$ cat src/rtl/uart_tx_engine.sv
// uart_tx_engine: buffered 8N1 UART transmitter.
// Byte FIFO feeding a start/data/stop serializer with a programmable divisor.
module uart_tx_engine #(
    parameter int FIFO_DEPTH      = 8,
    parameter int DEFAULT_DIVISOR = 434
) (
    input  logic                          clock,
    input  logic                          init_flag,
    input  logic                          UART_ENB,
    input  logic [2:0]                    instruction,
    input  logic [31:0]                   write_value,
    output logic                          ready_to_send,
    output logic                          tx,
    output logic                          busy,
    output logic [$clog2(FIFO_DEPTH):0]   fifo_count,
    output logic                          overflow
);

    localparam int AW = $clog2(FIFO_DEPTH);
    localparam int CW = AW + 1;

    localparam logic [2:0] CMD_SEND = 3'b001;
    localparam logic [2:0] CMD_BAUD = 3'b010;
    localparam logic [2:0] CMD_CLR  = 3'b011;

    localparam logic [CW-1:0] FULL_CNT = CW'(FIFO_DEPTH);
    localparam logic [31:0]   DIV_RST  = 32'(DEFAULT_DIVISOR);
    localparam logic [31:0]   DIV_MIN  = 32'd2;

    typedef enum logic [1:0] {
        IDLE,
        START,
        DATA,
        STOP
    } state_t;

    state_t          state;
    logic [7:0]      mem [FIFO_DEPTH];
    logic [AW-1:0]   wr_ptr;
    logic [AW-1:0]   rd_ptr;
    logic [31:0]     div_reg;
    logic [31:0]     active_div;
    logic [31:0]     baud_cnt;
    logic [2:0]      bit_cnt;
    logic [7:0]      shift_reg;

    logic            is_send;
    logic            is_baud;
    logic            is_clr;
    logic            fifo_full;
    logic            fifo_empty;
    logic            push;
    logic            pop;
    logic            bit_done;
    logic            frame_end;
    logic [CW-1:0]   count_nxt;

    // Command decode and FIFO push/pop qualification (fullness before pop).
    always_comb begin
        is_send    = UART_ENB && (instruction == CMD_SEND);
        is_baud    = UART_ENB && (instruction == CMD_BAUD);
        is_clr     = UART_ENB && (instruction == CMD_CLR);
        fifo_full  = (fifo_count == FULL_CNT);
        fifo_empty = (fifo_count == '0);
        bit_done   = (baud_cnt == active_div - 32'd1);
        frame_end  = (state == STOP) && bit_done;
        push       = is_send && !fifo_full;
        pop        = !fifo_empty && ((state == IDLE) || frame_end);
    end

    // Occupancy after this edge's push and pop.
    always_comb begin
        count_nxt = fifo_count;
        unique case (1'b1)
            (push && !pop): count_nxt = fifo_count + CW'(1);
            (pop && !push): count_nxt = fifo_count - CW'(1);
            default:        count_nxt = fifo_count;
        endcase
    end

    // FIFO storage; contents need no reset since pointers define validity.
    always_ff @(posedge clock) begin
        if (push) begin
            mem[wr_ptr] <= write_value[7:0];
        end
    end

    // FIFO pointers, occupancy and the registered not-full flag.
    always_ff @(posedge clock) begin
        if (init_flag) begin
            wr_ptr        <= '0;
            rd_ptr        <= '0;
            fifo_count    <= '0;
            ready_to_send <= 1'b1;
        end else begin
            if (push) begin
                wr_ptr <= wr_ptr + AW'(1);
            end
            if (pop) begin
                rd_ptr <= rd_ptr + AW'(1);
            end
            fifo_count    <= count_nxt;
            ready_to_send <= (count_nxt != FULL_CNT);
        end
    end

    // Baud divisor register and sticky overflow flag.
    always_ff @(posedge clock) begin
        if (init_flag) begin
            div_reg  <= DIV_RST;
            overflow <= 1'b0;
        end else begin
            if (is_baud) begin
                div_reg <= (write_value < DIV_MIN) ? DIV_MIN : write_value;
            end
            if (is_send && fifo_full) begin
                overflow <= 1'b1;
            end else if (is_clr) begin
                overflow <= 1'b0;
            end
        end
    end

    // Serializer: start bit, 8 data bits LSB first, stop bit.
    always_ff @(posedge clock) begin
        if (init_flag) begin
            state      <= IDLE;
            tx         <= 1'b1;
            busy       <= 1'b0;
            active_div <= DIV_RST;
            baud_cnt   <= '0;
            bit_cnt    <= '0;
            shift_reg  <= '0;
        end else begin
            unique case (state)
                IDLE: begin
                    tx   <= 1'b1;
                    busy <= 1'b0;
                    if (pop) begin
                        shift_reg  <= mem[rd_ptr];
                        active_div <= div_reg;
                        baud_cnt   <= '0;
                        bit_cnt    <= '0;
                        tx         <= 1'b0;
                        busy       <= 1'b1;
                        state      <= START;
                    end
                end
                START: begin
                    if (bit_done) begin
                        baud_cnt <= '0;
                        tx       <= shift_reg[0];
                        state    <= DATA;
                    end else begin
                        baud_cnt <= baud_cnt + 32'd1;
                    end
                end
                DATA: begin
                    if (bit_done) begin
                        baud_cnt <= '0;
                        if (bit_cnt == 3'd7) begin
                            tx    <= 1'b1;
                            state <= STOP;
                        end else begin
                            shift_reg <= shift_reg >> 1;
                            tx        <= shift_reg[1];
                            bit_cnt   <= bit_cnt + 3'd1;
                        end
                    end else begin
                        baud_cnt <= baud_cnt + 32'd1;
                    end
                end
                STOP: begin
                    if (bit_done) begin
                        baud_cnt <= '0;
                        if (pop) begin
                            shift_reg  <= mem[rd_ptr];
                            active_div <= div_reg;
                            bit_cnt    <= '0;
                            tx         <= 1'b0;
                            state      <= START;
                        end else begin
                            tx    <= 1'b1;
                            busy  <= 1'b0;
                            state <= IDLE;
                        end
                    end else begin
                        baud_cnt <= baud_cnt + 32'd1;
                    end
                end
                default: begin
                    state <= IDLE;
                    tx    <= 1'b1;
                    busy  <= 1'b0;
                end
            endcase
        end
    end

endmodule

$ cat config.mk
export PLATFORM = sky130hd
export DESIGN_NAME = uart_tx_engine
export DESIGN_NICKNAME = d
export VERILOG_FILES = /design/src/rtl/uart_tx_engine.sv
export SDC_FILE = /design/constraint.sdc
export NUM_CORES = 1
export LEC_CHECK = 0
export ABC_AREA = 1
export CORE_MARGIN = 5
export CORE_UTILIZATION = 50
export CTS_BUF_LIST = sky130_fd_sc_hd__clkbuf_16
export DETAILED_ROUTE_END_ITERATION = 12
export GPL_TIMING_DRIVEN = 0
export PLACE_DENSITY = 0.68
export SLEW_MARGIN = 5
export SYNTH_ARGS = -nofsm -noshare
export SYNTH_HDL_FRONTEND = slang
export SYNTH_SLANG_ARGS = --single-unit
$ cat constraint.sdc
create_clock -name clock -period 4.38 [get_ports clock]
set_input_delay 0.438 -clock clock [delete_from_list [all_inputs] [get_ports clock]]
set_output_delay 0.438 -clock clock [all_outputs]
set_load 0.005 [all_outputs]
==> metrics.cfg, run 1 <==
[outcome]
status = finished clean

[detailed_routing]
via_per_inst = 5.29
antenna_left = 0
remaining_drc_errors = 0
num_vias = 8247
drt-pass1-iter-count = 5
initialDrtViolationCount = 715
avgRoutedWirePerCell_um = 15.4
routed_wl_um = 24000

[setup_path]
end_kind = register
setup.worst_path.class = reg -> reg
critPathLaunchType = register
worst-path-max-fanout = 9
rr_endpoint = ready_to_send$_SDFF_PP1_
critPathArrivalTime_ns = 4.08
rrSetupSlack_ns = 0.63
r2r_start = active_div[0]$_SDFFE_PP0P_
r2r_cells = 20
required_ns = 4.71

[die]
fp.dieW_um = 148
dieHeight_um = 148
core_area_um2 = 18700
dieArea_um2 = 21900
start_util_pct = 50.9
rows = 50
pin_count = 46

[sta]
fin_crit_ns = 3.75
slew_headroom_pct = 15.2
setup_viol = 0
setup_tns_ns = 0
fin_worst_skew_ns = 0.0182
rsz0062_at_grt = no
final_max_slew_viol_count = 0
finalHoldViolCount = 0
hold_ws_ns = 0.471
period_share_pct = 85.6
worst_pin_slew_ns = 1.26
fmax_mhz = 267

[hold_path]
min-delay-start = bit_cnt[0]$_SDFFE_PP0P_
hold_path_end = bit_cnt[0]$_SDFFE_PP0P_
hold_class = reg -> reg
hold_depth = 1

[global_routing]
grt_use_total_pct = 22.4
antenna_found_initial = 0
grt_first_pass_wirelength_um = 38900
grt_max_degree = 23
grt_pass1_vias = 7466
grt_overflow = 0

[final_layout]
drive_gt1_share_pct = 6.19
antenna_cells = 0
area_delta_synth_final_pct = 14.6
final_cell_mix = nand2_1, nor2_1, inv_1, dfxtp_1, o21ai_0
fillerInstances = 1686
multi_input_area_um2 = 4360
top_register = mem
final_nets = 1365
final_area_um2 = 10900
ff_latch_area_um2 = 4440
fin_util_pct = 58.3
layout_commonest_cell = nand2_1
largest_reg_flops = 64

[synthesis]
yosysWarningCount = 0
syn_inst = 1248
postSynthAreaPerCell_um2 = 7.63
yosysUniqueCellTypes = 45
synth_nets = 1301
synth_top_cell_by_area = dfxtp_1
synth.cell_area_um2 = 9520
yosysSeqAreaShare_pct = 46.7
ys_ff_latch = 190
synthTopCellsByArea = dfxtp_1, edfxtp_1, nand2_1
synth_top_cell_area_share_pct = 26.5

[place]
io_buffer_count = 44
place_area_um2 = 10300
dp_hpwl_um = 17600
place_congestion = 0.911

[cts]
postCtsSetupBuffers = 0
cts_root_buffer = clkbuf_16
cts.sinks = 190
clk_latency_ns = 0.45
cts.clk_slew.worst_paths_ns = 0.08
post_cts_resized = 0
numCtsBuffers = 17
cts_tree = built
htreeDepth = 4
max-clock-path-buffers = 2
postCtsHoldBufs = 0

[run]
drv_cap = 0

[power]
total_power_mw = 6.32
ir_worst_vdd_v = 0.000314
powerDensity_nw_per_um2 = 579
cellLeakagePower_nw = 4.35

[metal layers]
layer	track usage, %	share of wire, %	wire (µm)	up-vias
met1	33.3	50	12000	3836
met3	4.08	4.8	1150	30
met4	5.13	1.4	335	0
met5	0	0	0	-
met2	34.0	44	10500	192
li1	-	-	-	4189
[report_power, final]
part	leakage [nW]	switching (mW)	internal, mW
clock	0.294	0.825	0.789
combinational	2.45	1.66	0.885
sequential	1.60	0.169	1.98
[critical path: stages (launching register included)]
cell and delay [ns]:
dfxtp_1 0.35, inv_1 0.14, ha_1 0.23, nand2_1 0.17, nor2_4 0.21, nand2_2 0.12
o21bai_1 0.15, nand3_1 0.10, nor2_1 0.12, nand2_1 0.08, nor2_2 0.25, nand3_4 0.19
nand2_4 0.16, ha_1 0.25, ha_1 0.29, a21oi_1 0.13, nand2_1 0.07, o21ai_0 0.23
o21ai_0 0.11, a21oi_1 0.18, nand4_1 0.10
[Yosys cell counts (all sizes together)]
cell type,instances
a21oi,38
inv,140
fa,1
dfxtp,126
nand2,276
o211ai,2
mux2i,1
a21boi,1
o41ai,1
clkbuf,24
clkinv,4
or2,5
nand3,73
o21a,1
xor2,25
o21ai,77
buf,15
o21bai,3
nand4,14
edfxtp,64
o31ai,1
xnor2,16
nor4,7
and2,2
ha,14
nand3b,7
o22ai,12
a211oi,32
nor3,19
nor2,242
o221ai,5
[logic make-up after synthesis]
group	synth area share (%)
adder cells (fa/ha/maj)	2.05
multiplexers	0.105
AO/OA/AOI/OAI	10.6
XOR/XNOR	3.77
flip-flops	46.7
AND/OR/NAND/NOR	29.0
buffers and inverters	7.74
[worst max path at each step]
stage                                     from                        to  slack, ns  cells past startpoint
finish              active_div[0]$_SDFFE_PP0P_  ready_to_send$_SDFF_PP1_       0.63                     20
CTS                 active_div[0]$_SDFFE_PP0P_  ready_to_send$_SDFF_PP1_       0.66                     23
detailed placement  active_div[0]$_SDFFE_PP0P_  ready_to_send$_SDFF_PP1_       0.67                     22
global route        active_div[0]$_SDFFE_PP0P_  ready_to_send$_SDFF_PP1_       0.12                     22
global placement                instruction[1]  div_reg[17]$_SDFFE_PP0P_       0.64                      7
floorplan           active_div[0]$_SDFFE_PP0P_  ready_to_send$_SDFF_PP1_       1.30                     20
[per-stage QoR]
stage	instances	worst slack [ns]
global route	1559	0.119
detailed placement	1527	0.669
finish	1559	0.631
global placement	1526	0.643
floorplan	1248	1.30
CTS	1559	0.656
[layout make-up]
cell class,count,area share [%]
Clock buffer,17,3.90
Sequential cell,190,40.8
Multi-Input combinational cell,875,40.0
Timing Repair Buffer,45,4.11
Tap cell,234,2.69
Clock inverter,15,1.82
Buffer,39,1.80
Inverter,144,4.96
Note: power is estimated with default switching activity, not from simulation.
==> run 2, diff against run 1 <==
CORE_MARGIN = default   (was 5)
==> metrics.cfg, run 2 (same netlist as run 1, synthesis figures left out) <==
[sta]
setup_viol = 0  ; unchanged
rsz0062_at_grt = no
slew_headroom_pct = 13.2  ; -2.0 points
hold_ws_ns = 0.466  ; -0.00485 ns
fmax_mhz = 267  ; about the same
setup_tns_ns = 0  ; unchanged
worst_pin_slew_ns = 1.29  ; +0.0298 ns
finalHoldViolCount = 0  ; unchanged
period_share_pct = 85.6  ; about the same
fin_crit_ns = 3.75  ; -0.00106 ns
fin_worst_skew_ns = 0.0147  ; -0.00349 ns
final_max_slew_viol_count = 0  ; unchanged
fin_ws_ns = 0.632  ; +0.00106 ns

[cts]
numCtsBuffers = 17  ; unchanged
cts_root_buffer = clkbuf_16
cts.sinks = 190  ; unchanged
cts.clk_slew.worst_paths_ns = 0.08  ; about the same
postCtsSetupBuffers = 0  ; unchanged
htreeDepth = 4  ; unchanged
max-clock-path-buffers = 2  ; unchanged
cts_tree = built
clk_latency_ns = 0.44  ; about the same
post_cts_resized = 0  ; unchanged
postCtsHoldBufs = 0  ; unchanged

[setup_path]
setup.worst_path.class = reg -> reg
worst-path-max-fanout = 9  ; unchanged
critPathArrivalTime_ns = 4.06  ; -0.02 ns
end_kind = register
max_stage_delay_ns = 0.34  ; about the same
cp_top_family = simple AND/OR/NAND/NOR gates
required_ns = 4.69  ; -0.02 ns
worstPathCellList = inv_1 -> ha_1 -> nand2_1 -> nor2_4 -> nand2_2 -> o21bai_1 -> nand3_1 -> nor2_1 -> nand2_1 -> nor2_2 -> nand3_4 -> nand2_4 -> ha_1 -> ha_1 -> a21oi_1 -> nand2_1 -> o21ai_0 -> o21ai_0 -> a21oi_1 -> nand4_1
path_buf_inv = 1  ; unchanged
critPathLaunchType = register
crit_slowest_cell = dfxtp_1

[final_layout]
final_nets = 1365  ; unchanged
final_area_um2 = 10900  ; -0.10%
area_delta_synth_final_pct = 14.4
final_cell_mix = nand2_1, nor2_1, inv_1, dfxtp_1, o21ai_0
largest_reg_flops = 64  ; unchanged
antenna_cells = 0  ; unchanged
layout_commonest_cell = nand2_1
drive_gt1_share_pct = 6.11  ; -0.075 points
top_register = mem

[place]
dp_hpwl_um = 17500  ; -0.75%
place_congestion = 0.883  ; -3.0%
io_buffer_count = 44  ; unchanged
place_area_um2 = 10300  ; unchanged
pre_cts_slack_ns = 0.664  ; -0.00488 ns

[detailed_routing]
routed_wl_um = 23900  ; -0.46%
num_vias = 8252  ; +0.061%
avgRoutedWirePerCell_um = 15.3  ; -0.46%
initialDrtViolationCount = 609  ; -15%
via_per_inst = 5.29  ; about the same
remaining_drc_errors = 0  ; unchanged
drt-pass1-iter-count = 5  ; unchanged
antenna_left = 0  ; unchanged

[die]
fp.dieW_um = 140  ; -5.4%
dieHeight_um = 140  ; -5.4%
start_util_pct = 50.9  ; unchanged
pin_count = 46  ; unchanged
core_area_um2 = 18700  ; unchanged
rows = 50  ; unchanged
dieArea_um2 = 19600  ; -11%

[global_routing]
grt_pass1_vias = 7611  ; +1.9%
grt_first_pass_wirelength_um = 38800  ; -0.27%
antenna_found_initial = 0  ; unchanged
grt_overflow = 0  ; unchanged
grt_max_degree = 22  ; -4.3%
grt_use_total_pct = 25.5  ; +3.1 points

[power]
ir_worst_vdd_v = 0.000310  ; -1.4%
powerDensity_nw_per_um2 = 581  ; +0.22%
total_power_mw = 6.32  ; +0.12%
cellLeakagePower_nw = 4.35  ; +0.14%

[run]
drv_cap = 0  ; unchanged

[outcome]
status = finished clean

[hold_path]
hold_class = reg -> reg

[run 2: per-layer routing]
| layer | vias up | part of all wire [%] | global-route usage (%) |
|---|---|---|---|
| met5 | - | 0 | 0 |
| met4 | 0 | 1.8 | 8.56 |
| met3 | 26 | 5.5 | 3.69 |
| met2 | 231 | 44 | 39.6 |
| met1 | 3805 | 49 | 36.5 |
| li1 | 4190 | - | - |
[run 2: tightest hold or removal path, delay by kind of cell, from the launching register on]
kind	cells	cell delay (ns)
flip-flops	1	0.33
AND/OR/NAND/NOR	2	0.10
[run 2: cell type report]
class,instances,area [µm²]
flip-flops and latches,190,4440
fillers,1711,7810
multi-input cells,875,4350
repair buffers,45,448
well taps,234,293
clock inverters,14,168
inverters,144,541
clock buffers,18,450
plain buffers,39,196
[run 2: worst paths after layout]
check	start	end	slack (ns)	cells after the start
max	active_div[0]$_SDFFE_PP0P_	ready_to_send$_SDFF_PP1_	0.63	20
min	div_reg[4]$_SDFFE_PP1P_	div_reg[4]$_SDFFE_PP1P_	0.47	2
max reg2reg	active_div[0]$_SDFFE_PP0P_	ready_to_send$_SDFF_PP1_	0.63	20
min reg2reg	div_reg[4]$_SDFFE_PP1P_	div_reg[4]$_SDFFE_PP1P_	0.47	2
[run 2: report_power, final]
| part | switching (mW) | internal [mW] | leakage [nW] | total, mW |
|---|---|---|---|---|
| clock network | 0.797 | 0.811 | 0.301 | 1.61 |
| registers | 0.168 | 1.98 | 1.60 | 2.15 |
| logic | 1.68 | 0.884 | 2.45 | 2.56 |
[run 2: stage by stage]
stage                     utilization (%)  cells
after floorplan                         -   1248
after global placement               54.8   1526
after CTS                            58.2   1559
after detailed placement             54.9   1527
final                                58.2   1559
after global routing                 58.2   1559
